<file path="config.mk">
export PLATFORM = sky130hd
export DESIGN_NAME = pkt_sched
export DESIGN_NICKNAME = d
export VERILOG_FILES = /design/src/rtl/pkt_sched.sv
export SDC_FILE = /design/constraint.sdc
export NUM_CORES = 1
export LEC_CHECK = 0
export CORE_AREA = 2 2 251 253
export DETAILED_ROUTE_END_ITERATION = 10
export DIE_AREA = 0 0 253 255
export PLACE_DENSITY = 0.46
export SYNTH_ARGS = -nofsm -noshare
export SYNTH_HDL_FRONTEND = slang
export SYNTH_SLANG_ARGS = --single-unit
</file>
<file path="constraint.sdc">
create_clock -name clk -period 4.05 [get_ports clk]
set_input_delay 1.0125 -clock clk [delete_from_list [all_inputs] [get_ports clk]]
set_output_delay 1.0125 -clock clk [all_outputs]
set_load 0.02 [all_outputs]
</file>
<file path="src/rtl/pkt_sched.sv">
// Packet scheduler: arbitrates NUM_PRI head-of-queue inputs (strict or round-robin)
// and forwards whole packets word by word through a single registered output stage.
module pkt_sched #(
    parameter int DATA_W  = 64,
    parameter int NUM_PRI = 8,
    parameter int IDX_W   = 3
) (
    input  logic                      clk,
    input  logic                      rst,
    input  logic                      mode,
    input  logic [NUM_PRI-1:0]        q_ready,
    input  logic [NUM_PRI-1:0]        q_sop,
    input  logic [NUM_PRI-1:0]        q_eop,
    input  logic [NUM_PRI-1:0]        q_vld,
    input  logic [NUM_PRI*DATA_W-1:0] q_data,
    output logic [NUM_PRI-1:0]        q_next,
    input  logic                      out_rdy,
    output logic                      out_sop,
    output logic                      out_eop,
    output logic                      out_vld,
    output logic [DATA_W-1:0]         out_data,
    output logic [IDX_W-1:0]          grant_idx,
    output logic                      busy,
    output logic [15:0]               pkt_cnt,
    output logic                      sop_err
);

    typedef enum logic {IDLE = 1'b0, XFER = 1'b1} state_t;

    state_t             state;
    state_t             state_nxt;
    logic [IDX_W-1:0]   rr_ptr;
    logic [IDX_W-1:0]   win_idx;
    logic               win_vld;
    logic               arb_mode;
    logic               first_word;
    logic               free;
    logic               pop;
    logic               pop_sop;
    logic               pop_eop;
    logic [DATA_W-1:0]  pop_data;
    logic               unused_vld;

    // Head-word valid flags duplicate q_ready and carry no extra meaning here.
    assign unused_vld = ^q_vld;

    // Winner for the next arbitration. Round-robin scans offsets from the far end
    // down so the smallest offset past rr_ptr is the last (and kept) assignment.
    always_comb begin
        int k;
        win_idx = '0;
        win_vld = 1'b0;
        k       = 0;
        if (!mode) begin
            for (int i = 0; i < NUM_PRI; i++) begin
                if (q_ready[i]) begin
                    win_idx = IDX_W'(i);
                    win_vld = 1'b1;
                end
            end
        end else begin
            for (int off = NUM_PRI; off >= 1; off--) begin
                k = (int'(rr_ptr) + off) % NUM_PRI;
                if (q_ready[k]) begin
                    win_idx = IDX_W'(k);
                    win_vld = 1'b1;
                end
            end
        end
    end

    // Handshake: a word moves from queue grant_idx into the output register in any
    // XFER cycle where that queue is ready and the register is free (empty, or its
    // word is being taken by out_rdy this same cycle); q_next is that pop strobe.
    assign free     = !out_vld || out_rdy;
    assign pop      = rst && (state == XFER) && q_ready[grant_idx] && free;
    assign pop_sop  = q_sop[grant_idx];
    assign pop_eop  = q_eop[grant_idx];
    assign pop_data = q_data[int'(grant_idx)*DATA_W +: DATA_W];

    always_ff @(posedge clk) begin
        if (!rst) begin
            state <= IDLE;
        end else begin
            state <= state_nxt;
        end
    end

    always_comb begin
        state_nxt = state;
        case (state)
            IDLE:    if (win_vld) state_nxt = XFER;
            XFER:    if (pop && pop_eop) state_nxt = IDLE;
            default: state_nxt = IDLE;
        endcase
    end

    always_comb begin
        q_next = '0;
        busy   = (state == XFER);
        if (pop) begin
            q_next[grant_idx] = 1'b1;
        end
    end

    always_ff @(posedge clk) begin
        if (!rst) begin
            grant_idx  <= '0;
            rr_ptr     <= IDX_W'(NUM_PRI - 1);
            arb_mode   <= 1'b0;
            first_word <= 1'b0;
            out_sop    <= 1'b0;
            out_eop    <= 1'b0;
            out_vld    <= 1'b0;
            out_data   <= '0;
            pkt_cnt    <= '0;
            sop_err    <= 1'b0;
        end else begin
            if (state == IDLE && win_vld) begin
                grant_idx  <= win_idx;
                arb_mode   <= mode;
                first_word <= 1'b1;
            end
            if (pop) begin
                out_sop    <= pop_sop;
                out_eop    <= pop_eop;
                out_data   <= pop_data;
                out_vld    <= 1'b1;
                first_word <= 1'b0;
                // Framing is wrong whenever sop disagrees with "first word of grant".
                if (first_word ^ pop_sop) begin
                    sop_err <= 1'b1;
                end
                if (pop_eop) begin
                    pkt_cnt <= pkt_cnt + 16'd1;
                    if (arb_mode) begin
                        rr_ptr <= grant_idx;
                    end
                end
            end else if (out_vld && out_rdy) begin
                out_vld <= 1'b0;
            end
        end
    end

endmodule

</file>
==> out/metrics.cfg <==
[final_layout]
fin_area_um2=14800
fillers=6779
drive_above_1_share_pct=6.56
syn_to_final_growth_pct=106
seqCellArea_um2=1860
final_nets=1979
multi_input_area_um2=4890

[critical_path]
crit_fanout=16
critPathArrivalTime_ns=2.87
cp.required_ns=3.04
crit_chain=clkdlybuf4s50_1, mux2i_1, mux4_2, a211oi_4, buf_12, and2_1, clkbuf_2
cp-end-kind=output pin
cp-startpoint=q_ready[0]
start_kind=input port
r2r_start=rr_ptr[0]$_SDFFE_PN1P_
critical_path.max_stage_delay_ns=0.50
crit_slowest_cell=clkdlybuf4s50_1
crit_type=input port to output pin

[yosys]
yosysUniqueCellTypes=52
async_flop_share_pct=0
yosys_register_bits=93
synth_flop_cell=dfxtp_1
ys_warn_count=0
synth_edf_count=0
syn-cell-area_um2=7190
synth_fp_nets=1399
synth_cells=848
ys_seq_area_share_pct=25.9
synth.avg_cell_area_um2=8.48

[clocking]
cts_tree=built
cts_inserted_buffers=9
clkTransAtPathRegs_ns=0.08
cts_htree_levels=3
clock_path_buffers=2
hold_buffers=0
insertion_delay_ns=0.39
clock_sinks=93
root_buffer=clkbuf_16

[pwr]
power_leakage_nw=5.00
fin_total_pwr_mw=3.55
ir_drop_mv=0.148
p_per_area_nw_per_um2=239

[timing]
slew_headroom_pct=45.0
rsz0062_at_grt=no
slew_violations=0
worstMarginPinSlew_ns=0.825
finalSetupViolations=0
hold_viol=0
clock_skew_ns=0.0113
period_needed_ns=3.88
max_freq_mhz=257
fin_crit_sh_pct=95.9
fin_setup_tns_ns=0
timing.hold.ws_ns=0.490

[drt]
drtAntennaViolNets=0
route.detailed.drc=0
routed_wl_mm=55.3
drt_iter0_drc=579
via_per_inst=4.56
post_drt_wl_per_cell_um=24.7
routed-via-count=10220
drtPass1Iterations=5

[global_route]
grt_pass1_vias=10204
grt_overflow=0
grt.total_usage_pct=16.1
antenna_found_initial=13
grt_pass1_wl_mm=73.3
grt_max_degree=68

[placed_design]
io_buffers=635
gp_congestion=0.807
dpl_cell_area_um2=14600
hpwl_mm=42.7

[floorplanning]
fp.coreArea_um2=62200
dieArea_um2=64500
ios=644
die_w_um=253
num_rows=92
initial_core_util_pct=11.6
die_h_um=255

[min_path]
min-delay-start=sop_err$_SDFFE_PN0P_
min-delay-path-class=flip-flop to flip-flop

[run_status]
status=finished, final reports clean

[flow_run]
cap_violations=0

-- what timing repair did --
item | 4_1_cts | 5_1_grt
cloned | 0 | 0
endpoints found under the setup margin | 8 | 8
gates resized for setup | 11 | 13
buffers inserted | 0 | 0
-- worst paths after layout --
check / endpoint / slack [ns] / cells after the start
max reg2reg: grant_idx[2]$_SDFFE_PN0P_ / 0.76 / 9
max: q_next[5] / 0.17 / 7
min: sop_err$_SDFFE_PN0P_ / 0.49 / 2
min reg2reg: sop_err$_SDFFE_PN0P_ / 0.49 / 2
-- flip-flops by register name, summed over array words and instances (netlist names) --
register	count
out_data	64
pkt_cnt	16
grant_idx	3
rr_ptr	3
arb_mode	1
busy	1
first_word	1
out_eop	1
out_sop	1
out_vld	1
sop_err	1
-- final cells by class --
class,instances,area share (%)
Multi-Input combinational cell,632,33.0
Clock inverter,5,0.447
Tap cell,799,6.74
Sequential cell,93,12.5
Inverter,15,0.388
Timing Repair Buffer,677,45.2
Antenna cell,7,0.118
Clock buffer,11,1.64
-- stage by stage --
stage / cells / util [%] / worst slack [ns]
final: 2239 / 23.9 / 0.166
after global routing: 2236 / 23.9 / 0.100
after CTS: 2232 / 23.9 / 0.000761
after detailed placement: 2216 / 23.4 / -0.287
after global placement: 2216 / 23.4 / -0.277
after floorplan: 848 / - / 0.134
-- power by group --
| part | total (mW) | switching (mW) | internal [mW] |
|---|---|---|---|
| Clock | 0.962 | 0.457 | 0.505 |
| Combinational | 1.57 | 0.706 | 0.862 |
| Sequential | 1.02 | 0.0444 | 0.976 |
| Total | 3.55 | 1.21 | 2.34 |
-- metal layers --
layer | global-route usage [%] | up-vias | wire length [um]
met3 | 5.54 | 52 | 4820
li1 | - | 4694 | -
met2 | 27.0 | 503 | 26700
met1 | 19.3 | 4963 | 22500
met4 | 4.75 | 8 | 1310
met5 | 0 | - | 50
-- cells in the mapped netlist (6+ instances only) --
cell      count  area share, %
dfxtp_1      93             26
mux4_2       10            3.1
inv_1        14           0.73
buf_2        10           0.70
nand3_1      17            1.2
a221oi_1    129             16
xor2_1        6           0.73
mux2i_1      20            2.8
nor2_1       90            4.7
or3_1         8           0.70
a21oi_1      22            1.5
a311oi_1     65            7.9
buf_1        12           0.63
a22oi_1      12            1.3
nand2_1      15           0.78
nor3_1        6           0.42
clkbuf_1     86            4.5
a22o_1      128             16
and2_1       10           0.87
o21ai_0      14           0.97
-- cell usage in the layout (no fill, tap or decap), types with 3 or more instances in the layout --
| cell type | count |
|---|---|
| a22oi_1 | 12 |
| xor2_1 | 6 |
| mux4_2 | 10 |
| and3b_4 | 3 |
| nand3_1 | 17 |
| a211o_1 | 3 |
| buf_4 | 36 |
| or3_1 | 8 |
| a221oi_1 | 129 |
| nor2b_1 | 4 |
| mux2_2 | 5 |
| nor3b_2 | 3 |
| nor3_1 | 5 |
| o221ai_1 | 4 |
| a21oi_1 | 22 |
| a22o_1 | 128 |
| o21ai_0 | 14 |
| inv_1 | 14 |
| buf_12 | 6 |
| a311oi_1 | 65 |
| nand4_1 | 4 |
| and4_1 | 3 |
| nand2b_1 | 5 |
| mux2i_1 | 20 |
| ha_1 | 3 |
| xnor2_1 | 5 |
| nand2_1 | 15 |
| clkbuf_2 | 8 |
| and3_1 | 4 |
| a211oi_1 | 5 |
| dfxtp_1 | 93 |
| diode_2 | 7 |
| nor2_1 | 90 |
| clkdlybuf4s50_1 | 627 |
| a31oi_1 | 5 |
| clkbuf_16 | 9 |
| and2_1 | 10 |
| a21o_1 | 4 |
-- logic make-up (layout without fill, tap and decap cells) --
family / Yosys count / after routing / synth area share [%]
AO/OA/AOI/OAI: 400 / 400 / 46.5
multiplexers: 35 / 35 / 6.70
AND/OR/NAND/NOR: 182 / 182 / 12.2
adder cells (fa/ha/maj): 3 / 3 / 0.522
XOR/XNOR: 12 / 12 / 1.57
other: 0 / 7 / 0
buffers and inverters: 123 / 708 / 6.59
flip-flops: 93 / 93 / 25.9
-- critical path: cells and delay by family --
| kind | cells | cell delay (ns) |
|---|---|---|
| buf+inv | 3 | 0.87 |
| simple gates | 1 | 0.14 |
| compound gates | 1 | 0.26 |
| mux | 2 | 0.58 |
(Power assumes the default switching activity.)
